<file path="config.mk">
export PLATFORM = sky130hd
export DESIGN_NAME = keypad_scan_flat
export DESIGN_NICKNAME = d
export VERILOG_FILES = /design/src/rtl/keypad_scan_if.sv /design/src/rtl/keypad_scan.sv /design/src/flat_wrapper.sv
export SDC_FILE = /design/constraint.sdc
export NUM_CORES = 1
export LEC_CHECK = 0
export CORE_ASPECT_RATIO = 1.75
export CORE_MARGIN = 5
export CORE_UTILIZATION = 45
export DETAILED_ROUTE_END_ITERATION = 6
export PLACE_DENSITY = 0.67
export SYNTH_ARGS = -nofsm -noshare
export SYNTH_HDL_FRONTEND = slang
export SYNTH_SLANG_ARGS = --single-unit
</file>
<file path="constraint.sdc">
create_clock -name clk -period 1.8 [get_ports clk]
set_input_delay 0.27 -clock clk [delete_from_list [all_inputs] [get_ports clk]]
set_output_delay 0.27 -clock clk [all_outputs]
set_load 0.02 [all_outputs]
</file>
<file path="src/rtl/keypad_scan_if.sv">
// Keypad-side bundle: row sense lines in, column strobes and key report out.
// clk and clr stay plain ports on the scanner itself.
interface keypad_scan_if;
    logic [3:0] row;
    logic [3:0] col;
    logic       key_valid;
    logic [3:0] key_code;
    logic       key_pressed;

    modport master (
        input  row,
        output col,
        output key_valid,
        output key_code,
        output key_pressed
    );

    modport slave (
        output row,
        input  col,
        input  key_valid,
        input  key_code,
        input  key_pressed
    );
endinterface

</file>
<file path="src/rtl/keypad_scan.sv">
// 4x4 matrix keypad scanner with debounced press/release detection.
// One key_valid pulse per press; key_code = row*4 + col.
module keypad_scan #(
    parameter int SCAN_DIV = 100000,
    parameter int DB_TICKS = 20
) (
    input  logic          clk,
    input  logic          clr,
    keypad_scan_if.master kp
);
    localparam int TW = (SCAN_DIV > 1) ? $clog2(SCAN_DIV) : 1;
    localparam int DW = $clog2(DB_TICKS + 1);
    localparam logic [TW-1:0] TICK_LAST = TW'(SCAN_DIV - 1);
    localparam logic [DW-1:0] DB_LAST = DW'(DB_TICKS);

    typedef enum logic [1:0] {
        IDLE,
        DEBOUNCE,
        SCAN,
        HOLD
    } state_e;

    state_e        state_q, state_d;
    logic [3:0]    row_m_q, row_s_q;
    logic [TW-1:0] tick_q, tick_d;
    logic [DW-1:0] db_cnt_q, db_cnt_d, db_inc;
    logic [1:0]    col_idx_q, col_idx_d;
    logic [1:0]    row_idx;
    logic          kv_q, kv_d;
    logic          kp_q, kp_d;
    logic [3:0]    code_q, code_d;
    logic          tick, row_any, db_done;

    always_ff @(posedge clk) begin
        if (clr) begin
            state_q   <= IDLE;
            row_m_q   <= 4'hF;
            row_s_q   <= 4'hF;
            tick_q    <= '0;
            db_cnt_q  <= '0;
            col_idx_q <= 2'd0;
            kv_q      <= 1'b0;
            kp_q      <= 1'b0;
            code_q    <= 4'h0;
        end else begin
            state_q   <= state_d;
            row_m_q   <= kp.row;
            row_s_q   <= row_m_q;
            tick_q    <= tick_d;
            db_cnt_q  <= db_cnt_d;
            col_idx_q <= col_idx_d;
            kv_q      <= kv_d;
            kp_q      <= kp_d;
            code_q    <= code_d;
        end
    end

    always_comb begin
        tick    = (tick_q == TICK_LAST);
        tick_d  = tick ? '0 : tick_q + TW'(1);
        row_any = (row_s_q != 4'hF);
        db_inc  = db_cnt_q + DW'(1);
        db_done = (db_inc == DB_LAST);
    end

    // Lowest-numbered low row wins when several rows respond.
    always_comb begin
        row_idx = 2'd0;
        priority case (1'b1)
            !row_s_q[0]: row_idx = 2'd0;
            !row_s_q[1]: row_idx = 2'd1;
            !row_s_q[2]: row_idx = 2'd2;
            !row_s_q[3]: row_idx = 2'd3;
            default:     row_idx = 2'd0;
        endcase
    end

    always_comb begin
        state_d   = state_q;
        db_cnt_d  = db_cnt_q;
        col_idx_d = col_idx_q;
        kv_d      = 1'b0;
        kp_d      = kp_q;
        code_d    = code_q;
        unique case (state_q)
            IDLE: begin
                if (tick && row_any) begin
                    state_d  = DEBOUNCE;
                    db_cnt_d = '0;
                end
            end
            DEBOUNCE: begin
                if (tick) begin
                    if (!row_any) begin
                        state_d  = IDLE;
                        db_cnt_d = '0;
                    end else if (db_done) begin
                        state_d   = SCAN;
                        db_cnt_d  = '0;
                        col_idx_d = 2'd0;
                    end else begin
                        db_cnt_d = db_inc;
                    end
                end
            end
            SCAN: begin
                if (tick) begin
                    if (row_any) begin
                        code_d   = {row_idx, col_idx_q};
                        kv_d     = 1'b1;
                        kp_d     = 1'b1;
                        db_cnt_d = '0;
                        state_d  = HOLD;
                    end else if (col_idx_q != 2'd3) begin
                        col_idx_d = col_idx_q + 2'd1;
                    end else begin
                        state_d = IDLE;
                    end
                end
            end
            HOLD: begin
                // Only the found column is strobed, so other columns are invisible here.
                if (tick) begin
                    if (row_any) begin
                        db_cnt_d = '0;
                    end else if (db_done) begin
                        db_cnt_d = '0;
                        kp_d     = 1'b0;
                        state_d  = IDLE;
                    end else begin
                        db_cnt_d = db_inc;
                    end
                end
            end
            default: state_d = IDLE;
        endcase
    end

    always_comb begin
        kp.col = 4'b0000;
        if (state_q == SCAN || state_q == HOLD) begin
            kp.col = ~(4'b0001 << col_idx_q);
        end
    end

    assign kp.key_valid   = kv_q;
    assign kp.key_code    = code_q;
    assign kp.key_pressed = kp_q;
endmodule

</file>
<file path="src/flat_wrapper.sv">
// flat-port wrapper written by rule: the top's interface ports become plain ports
module keypad_scan_flat 
#(
    parameter int SCAN_DIV = 100000,
    parameter int DB_TICKS = 20
)
  (clk, clr, kp_row, kp_col, kp_key_valid, kp_key_code, kp_key_pressed);
  keypad_scan_if kp_i ();
  input  logic clk;
  input  logic clr;
  input wire logic [$bits(kp_i.row)-1:0] kp_row;
  output wire logic [$bits(kp_i.col)-1:0] kp_col;
  output wire logic [$bits(kp_i.key_valid)-1:0] kp_key_valid;
  output wire logic [$bits(kp_i.key_code)-1:0] kp_key_code;
  output wire logic [$bits(kp_i.key_pressed)-1:0] kp_key_pressed;
  assign kp_i.row = kp_row;
  assign kp_col = kp_i.col;
  assign kp_key_valid = kp_i.key_valid;
  assign kp_key_code = kp_i.key_code;
  assign kp_key_pressed = kp_i.key_pressed;
  keypad_scan #(.SCAN_DIV(SCAN_DIV), .DB_TICKS(DB_TICKS)) u_core (.clk(clk), .clr(clr), .kp(kp_i));
endmodule
</file>
==> results.yml, run 1 <==
critical_path:
  critical_path_arrival_ns: 1.90
  start_kind: "flop"
  cp_data_required_time_ns: 1.98
  endpoint_kind: "flop"
  worst-setup-path-type: "reg2reg"
  critPathMaxFanout: 7
routing:
  drcViolationCount: 0
  vias: 1476
  vias_per_cell: 5.161
  drt_wl_total_um: 3613
  drtIter0Drc: 24
  drtAntennaViolNets: 0
  wire_per_inst_um: 12.63
  first_pass_iters: 4
run:
  cap_violations: 0
synth:
  synth_area_leader_cell: "dfxtp_1"
  syn_area_per_cell_um2: 8.812
  synth_top_area_share: 0.4327
  async_reset_ff_frac: 0
  synthesis.instances: 210
  netlist_area_mm2: 0.001851
  synth_cell_type_count: 44
  synth_ff_type: "dfxtp_1"
  ys_warn_count: 0
  yosys_register_bits: 40
  synthesis.nets: 222
  yosysSeqAreaShare: 0.4327
  synth_area_leaders: "dfxtp_1 43%, nor2_1 6.7%, ha_1 4.1%"
  synth_edf_count: 0
finish:
  final_cell_mix: "38 x dfxtp_1, 32 x nor2_1, 17 x nand2_1, 11 x clkdlybuf4s50_1, 10 x buf_4"
  layout.nets: 248
  design_area_mm2: 0.002321
  syn2layout_area_growth_pct: 25.42
  mostFrequentLayoutCell: "dfxtp_1"
  diodes: 0
  drive_gt1_frac: 0.1983
  finalCoreUtilization: 0.5699
timing:
  fmax_ghz: 0.5809
  finalSetupViolCount: 0
  slew_headroom: 0.7500
  slew_violations: 0
  period_needed_ns: 1.722
  fin_tns_setup_ns: 0
  hold_viol: 0
  post-route-period-util: 0.9564
  finClkSkew_ns: 0.005201
  worst_pin_slew_ns: 0.3750
global_routing:
  grt_use_total: 0.1476
  met1_usage: 0.1435
  grt_pass1_vias: 1498
  grt_pass1_wl_um: 6299
  antenna_found_initial: 0
  grtUsageMet3: 0.03283
  grt_max_degree: 29
  grt_use_met2: 0.2677
  grt_overflow_total: 0
  gr-max-usage-layer: "met2"
power:
  ir_drop_uv: 605.1
  power_density_mw_per_mm2: 858.3
  p_leak_nw: 0.8694
  total_power_w: 0.001992
min_path:
  min_path_type: "reg2reg"
placed_design:
  hpwl_um: 2661
  dpl-instance-area_mm2: 0.002116
  gp_congestion: 0.7918
  portBuffers: 15
cts:
  path_clk_slew_ns: 0.08
  cts_buffer_depth: 2
  htree_levels: 2
  cts_sinks: 40
  root_buffer: "clkbuf_8"
  cts_buffers: 5
  postCtsHoldBufs: 0
  insertion_delay_ns: 0.29
  cts_tree: "built"
floorplanning:
  die_w_um: 58.48
  dieArea_mm2: 0.005545
  rows: 31
  start_util: 0.4544
  ioPinCount: 16
  die_height_um: 94.83
  core_mm2: 0.004073
status:
  status: "finished clean"
final timing paths:
path                              to  cells after the start  slack [ns]               from
setup reg to reg  u_core.db_cnt_q[3]                      5        0.08  u_core.row_s_q[2]
hold / removal     u_core.row_s_q[1]                      1        0.41  u_core.row_m_q[1]
hold reg to reg    u_core.row_s_q[1]                      1        0.41  u_core.row_m_q[1]
setup / recovery  u_core.db_cnt_q[3]                      5        0.08  u_core.row_s_q[2]
layer usage:
layer	share of wire	routed length, µm
met2	0.54	1956
met4	0.040	144
met5	0	0
met3	0.033	121
met1	0.39	1392
cells by family (layout without fill, tap and decap cells):
group / count (synthesis) / after routing / synth area share
flops: 40 / 40 / 0.4327
mux: 6 / 6 / 0.03516
fa+ha+maj: 6 / 6 / 0.04057
compound gates: 20 / 20 / 0.06762
buf+inv: 13 / 40 / 0.03042
simple gates: 110 / 110 / 0.3225
xor+xnor: 15 / 15 / 0.07100
power breakdown:
| part | total, W | switching, W | internal, W | leakage, nW |
|---|---|---|---|---|
| sequential | 0.000909 | 0.0000104 | 0.000899 | 0.325 |
| clock | 0.00101 | 0.000315 | 0.000693 | 0.0784 |
| combinational | 0.0000738 | 0.0000378 | 0.0000361 | 0.466 |
per-stage QoR:
step / std cells / hold slack (ns) / setup WS [ns]
CTS: 285 / 0.4093 / 0.006960
global placement: 277 / 0.3939 / 0.07561
floorplan: 210 / 0.3738 / 0.1150
finish: 286 / 0.4062 / 0.07839
global route: 286 / 0.4334 / -0.007010
detailed placement: 277 / 0.3963 / 0.02633
worst max-delay path, stage by stage, from the launching register on:
cell and delay (ns):
dfxtp_1 0.37, and4_1 0.44, mux2i_4 0.39, nor2b_1 0.08, o21ai_0 0.25, a21oi_2 0.08
cell type report:
type | count | area (µm²)
inverter | 6 | 22.52
sequential | 40 | 803.3
timing repair buffer | 26 | 242.7
multi-input combinational | 157 | 1032
clock inverter | 3 | 90.09
tap | 49 | 61.31
clock buffer | 5 | 68.82
fill | 370 | 1752
sequential cells by signal, summed over array words and instances, names as in the netlist:
signal	flops
u_core.row_s_q	4
u_core.row_m_q	4
u_core.tick_q	17
u_core.state_q	2
u_core.kp.key_code	4
u_core.db_cnt_q	5
u_core.kp.key_pressed	1
u_core.col_idx_q	2
u_core.kp.key_valid	1
what timing repair did:
item                                    CTS  global route
gates cloned                              0             0
pin swaps                                 0             3
hold endpoints to repair                  0             0
gates resized for setup                   4            12
endpoints found under the setup margin    4             8
buffers inserted                          0             1
cell usage after synthesis, drive strengths merged, types with 6 or more instances:
| library cell | count |
|---|---|
| ha | 6 |
| a21oi | 8 |
| o21ai | 6 |
| inv | 6 |
| or2 | 8 |
| nand2 | 17 |
| xnor2 | 7 |
| nor2b | 7 |
| xor2 | 8 |
| dfxtp | 40 |
| nand3 | 10 |
| nor2 | 33 |
No activity file was read; power rests on OpenSTA's default activity.
==> run 2: changes to the inputs <==
- ABC_CLOCK_PERIOD_IN_PS: not set -> 2000
- PLACE_DENSITY: 0.67 -> not set
- clock period: 1.8 -> 2 ns (I/O delays scaled with it)
==> run 2 against run 1 <==
Against the previous run: cell count fell by 2.4%; hold slack improved by 0.0074 ns; register-to-register slack improved by 0.08 ns; power fell by 23%; clock-buffer cell count did not move; flip-flop and latch count did not move; core utilization fell by 3.7 points; critical endpoint is now kp_col[3]; clock power fell by 34%; worst setup slack improved by 0.031 ns; wire length fell by 2.1%; via count rose by 1.4%.
==> results.yml, run 2 (same netlist as run 1, synthesis figures left out) <==
floorplanning:
  start_util: 0.4544
  ioPinCount: 16
  die_w_um: 58.48
  core_mm2: 0.004073
  die_height_um: 94.83
  dieArea_mm2: 0.005545
  rows: 31
placed_design:
  portBuffers: 15
  hpwl_um: 2736
  gp_congestion: 0.7750
cts:
  cts_sinks: 40
  root_buffer: "clkbuf_8"
  cts_buffers: 5
  path_clk_slew_ns: 0.08
  insertion_delay_ns: 0.29
  cts_buffer_depth: 2
  htree_levels: 2
  post_cts_buffers: 0
  cts_tree: "built"
timing:
  hold_viol: 0
  period_needed_ns: 1.891
  fin_tns_setup_ns: 0
  finClkSkew_ns: 0.007837
  slew_violations: 0
  worst_pin_slew_ns: 0.4391
  fmax_ghz: 0.5288
  post-route-period-util: 0.9455
  finalSetupViolCount: 0
  slew_headroom: 0.7064
  rsz0062_at_grt: "false"
critical_path:
  critical_path_depth: 3
  critical_path_arrival_ns: 1.59
  slowest_delay_ns: 0.60
  crit_buf_inv: 1
  worst-setup-path-type: "reg2out"
  endpoint_kind: "output pin"
  path_cells: "ha_1, nor2b_1, clkdlybuf4s50_1"
  start_kind: "flop"
  cp_slowest_cell: "clkdlybuf4s50_1"
  critPathMaxFanout: 5
  crit_family: "buffers and inverters"
  cp_data_required_time_ns: 1.70
  r2r_cells: 6
routing:
  vias: 1497
  drtAntennaViolNets: 0
  first_pass_iters: 4
  drtIter0Drc: 30
  drcViolationCount: 0
  drt_wl_total_um: 3536
  vias_per_cell: 5.366
  wire_per_inst_um: 12.67
finish:
  largest_register_ffs: 17
  layout.nets: 241
  regMostFlops: "u_core.tick_q"
  diodes: 0
  final_cell_mix: "40 x dfxtp_1, 33 x nor2_1, 17 x nand2_1, 12 x clkdlybuf4s50_1, 9 x nand3_1"
  mostFrequentLayoutCell: "dfxtp_1"
  top_regs: "u_core.tick_q x17, u_core.db_cnt_q x5"
  syn2layout_area_growth_pct: 17.31
  drive_gt1_frac: 0.1391
min_path:
  holdPathStages: 1
  min_path_type: "reg2reg"
run:
  cap_violations: 0
global_routing:
  grt_overflow_total: 0
  grt_max_degree: 18
  grt_pass1_wl_um: 6113
  antenna_found_initial: 0
  grt_pass1_vias: 1511
  grt_use_total: 0.1424
power:
  power_density_mw_per_mm2: 709.5
  p_leak_nw: 0.8070
  total_power_w: 0.001540
  ir_drop_uv: 603.5
status:
  status: "finished clean"
[run 2: metal layers]
metal,global-route usage,vias to the layer above,part of all wire,wire length [µm]
met5,0,-,0,0
met1,0.1284,706,0.37,1319
met2,0.2771,25,0.55,1960
met3,0.02873,13,0.035,122
li1,-,753,-,-
met4,0.08317,0,0.038,133
[run 2: where the power goes]
group / switching [W] / internal, W
Sequential: 0.00000699 / 0.000808
Clock: 0.000292 / 0.000376
Combinational: 0.0000312 / 0.0000266
Total: 0.000330 / 0.00121
[run 2: timing repair]
action	CTS	global route
hold buffers	0	0
gates resized for setup	3	0
setup endpoints to repair	3	0
[run 2: stage by stage]
step	area [µm²]	std cells	util	hold slack [ns]	setup WS, ns
floorplan	1851	210	-	0.3895	0.3150
global placement	2058	271	0.5054	0.3911	0.2440
detailed placement	2058	271	0.5054	0.3990	0.1753
CTS	2171	279	0.5330	0.4191	0.09211
global route	2171	279	0.5330	0.4295	0.02282
finish	2171	279	0.5330	0.4136	0.1090
[run 2: path summary, 6_finish.rpt]
| kind | startpoint | endpoint | slack (ns) |
|---|---|---|---|
| worst max-delay path | u_core.col_idx_q[0] | kp_col[3] | 0.11 |
| worst min-delay path | u_core.row_m_q[0] | u_core.row_s_q[0] | 0.41 |
| worst max register to register | u_core.tick_q[0] | u_core.db_cnt_q[0] | 0.16 |
| worst min register to register | u_core.row_m_q[0] | u_core.row_s_q[0] | 0.41 |
[run 2: area by class of cell]
class                           count  area [µm²]
Sequential cell                    40       800.8
Timing Repair Buffer               19       176.4
Inverter                            6       22.52
Clock inverter                      3       47.55
Tap cell                           49       61.31
Multi-Input combinational cell    157       993.5
Fill cell                         394        1902
Clock buffer                        5       68.82
==> run 3: changes to the inputs <==
- CELL_PAD_IN_SITES_DETAIL_PLACEMENT: not set -> 0
- CELL_PAD_IN_SITES_GLOBAL_PLACEMENT: not set -> 1
- PLACE_DENSITY_LB_ADDON: not set -> 0.1
==> run 3 against run 2 <==
Against the previous run: clock skew is essentially flat; final area is essentially flat; sequential share of layout area barely moved; non-clock buffer count did not move; global-route usage increased by 0.76 points; register-to-register slack lost 0.03 ns; critical endpoint is now u_core.col_idx_q[0]; largest cell class unchanged; largest power group unchanged.
==> results.yml, run 3 (same netlist as run 1, synthesis figures left out) <==
global_routing:
  grt_pass1_wl_um: 6396
  gr-max-usage-layer: "met2"
  antenna_found_initial: 0
  grtUsageMet3: 0.03010
  grt_overflow_total: 0
  grt_use_met2: 0.2892
  grt_pass1_vias: 1476
  grt_use_total: 0.1500
  grt_max_degree: 17
  met1_usage: 0.1447
routing:
  drt_wl_total_um: 3750
  drcViolationCount: 0
  drtAntennaViolNets: 0
  vias_per_cell: 5.323
  drtIter0Drc: 36
  first_pass_iters: 4
  vias: 1485
  wire_per_inst_um: 13.44
finish:
  multi_input_area_um2: 993.5
  final_cell_mix: "40 x dfxtp_1, 33 x nor2_1, 17 x nand2_1, 11 x clkdlybuf4s50_1, 9 x nand3_1"
  largest_register_ffs: 17
  regMostFlops: "u_core.tick_q"
  fin_cells: 279
  syn2layout_area_growth_pct: 17.38
  drive_gt1_frac: 0.1391
  fillers: 391
  design_area_mm2: 0.002172
  diodes: 0
  mostFrequentLayoutCell: "dfxtp_1"
  layout.nets: 241
  regArea_um2: 800.8
  top_regs: "u_core.tick_q x17, u_core.db_cnt_q x5"
timing:
  slew_headroom: 0.6432
  period_needed_ns: 1.874
  fin_tns_setup_ns: 0
  finalSetupViolCount: 0
  post-route-period-util: 0.9371
  slew_violations: 0
  finClkSkew_ns: 0.007531
  worst_pin_slew_ns: 0.5335
  postLayoutSetupSlackWorst_ns: 0.1259
  hold_viol: 0
  rsz0062_at_grt: "false"
  fmax_ghz: 0.5336
critical_path:
  cp_data_required_time_ns: 2.18
  crit_family: "flip-flops"
  cp_slowest_cell: "dfxtp_1"
  start_kind: "flop"
  crit_buf_inv: 0
  path_cells: "ha_1, and4bb_1, nand3_1, a211oi_2, mux2_2"
  slowest_delay_ns: 0.39
  worst-setup-path-type: "reg2reg"
  endpoint_kind: "flop"
  critPathMaxFanout: 5
  critical_path_arrival_ns: 2.06
cts:
  root_buffer: "clkbuf_8"
  cts_buffers: 5
  path_clk_slew_ns: 0.08
  cts_buffer_depth: 2
  cts_tree: "built"
  cts_sinks: 40
  postCtsHoldBufs: 0
  insertion_delay_ns: 0.29
  post_cts_buffers: 0
  htree_levels: 2
placed_design:
  pre_cts_ws_ns: 0.1701
  dp_cells: 271
  portBuffers: 15
  hpwl_um: 2833
  gp_congestion: 0.8213
  dpl-instance-area_mm2: 0.002058
floorplanning:
  die_w_um: 58.48
  dieArea_mm2: 0.005545
  die_height_um: 94.83
  core_mm2: 0.004073
  rows: 31
  start_util: 0.4544
  ioPinCount: 16
power:
  p_leak_nw: 0.8354
  power_density_mw_per_mm2: 697.7
  ir_drop_uv: 642.3
min_path:
  min_path_type: "reg2reg"
run:
  cap_violations: 0
status:
  status: "finished clean"
-- run 3: power breakdown --
part | leakage (nW) | switching [W] | internal, W | total (W)
sequential | 0.325 | 0.00000668 | 0.000808 | 0.000815
combinational | 0.457 | 0.0000314 | 0.0000263 | 0.0000578
clock | 0.0541 | 0.000274 | 0.000369 | 0.000643
-- run 3: per-layer routing --
layer / up-vias / wire, µm / share of wire
li1: 746 / - / -
met1: 709 / 1404 / 0.37
met2: 20 / 2142 / 0.57
met3: 10 / 96 / 0.026
met4: 0 / 106 / 0.028
met5: - / 0 / 0
-- run 3: per-stage QoR --
stage | hold slack (ns) | utilization | total power (W)
detailed placement | 0.3956 | 0.5054 | 0.0008924
global placement | 0.3949 | 0.5054 | 0.0008901
finish | 0.4110 | 0.5333 | 0.001515
CTS | 0.4145 | 0.5321 | 0.001540
global route | 0.4302 | 0.5333 | 0.001583
floorplan | 0.3895 | - | 0.0008739
-- run 3: area by class of cell --
type | instances | share of cell area
clock buffers | 5 | 0.03168
clock inverters | 3 | 0.01959
inverters | 6 | 0.01037
multi-input cells | 157 | 0.4574
flip-flops and latches | 40 | 0.3687
well taps | 49 | 0.02823
repair buffers | 19 | 0.08410
-- run 3: worst register-to-register path, stage by stage (launching register included) --
cell and delay (ns):
dfxtp_1 0.39, ha_1 0.26, and4bb_1 0.28, nand3_1 0.11
a211oi_2 0.36, mux2_2 0.37
-- run 3: path summary, 6_finish.rpt --
path                      startpoint                   to  slack [ns]  cells past startpoint
setup / recovery  u_core.db_cnt_q[0]  u_core.col_idx_q[0]        0.13                      5
hold reg to reg    u_core.row_m_q[0]    u_core.row_s_q[0]        0.41                      1
setup reg to reg  u_core.db_cnt_q[0]  u_core.col_idx_q[0]        0.13                      5
hold / removal     u_core.row_m_q[0]    u_core.row_s_q[0]        0.41                      1
-- run 3: timing repair --
action                     CTS  global route
pin swaps                    0             0
cloned                       0             0
setup endpoints to repair    2             2
hold endpoints to repair     0             0
resized for setup            2             2
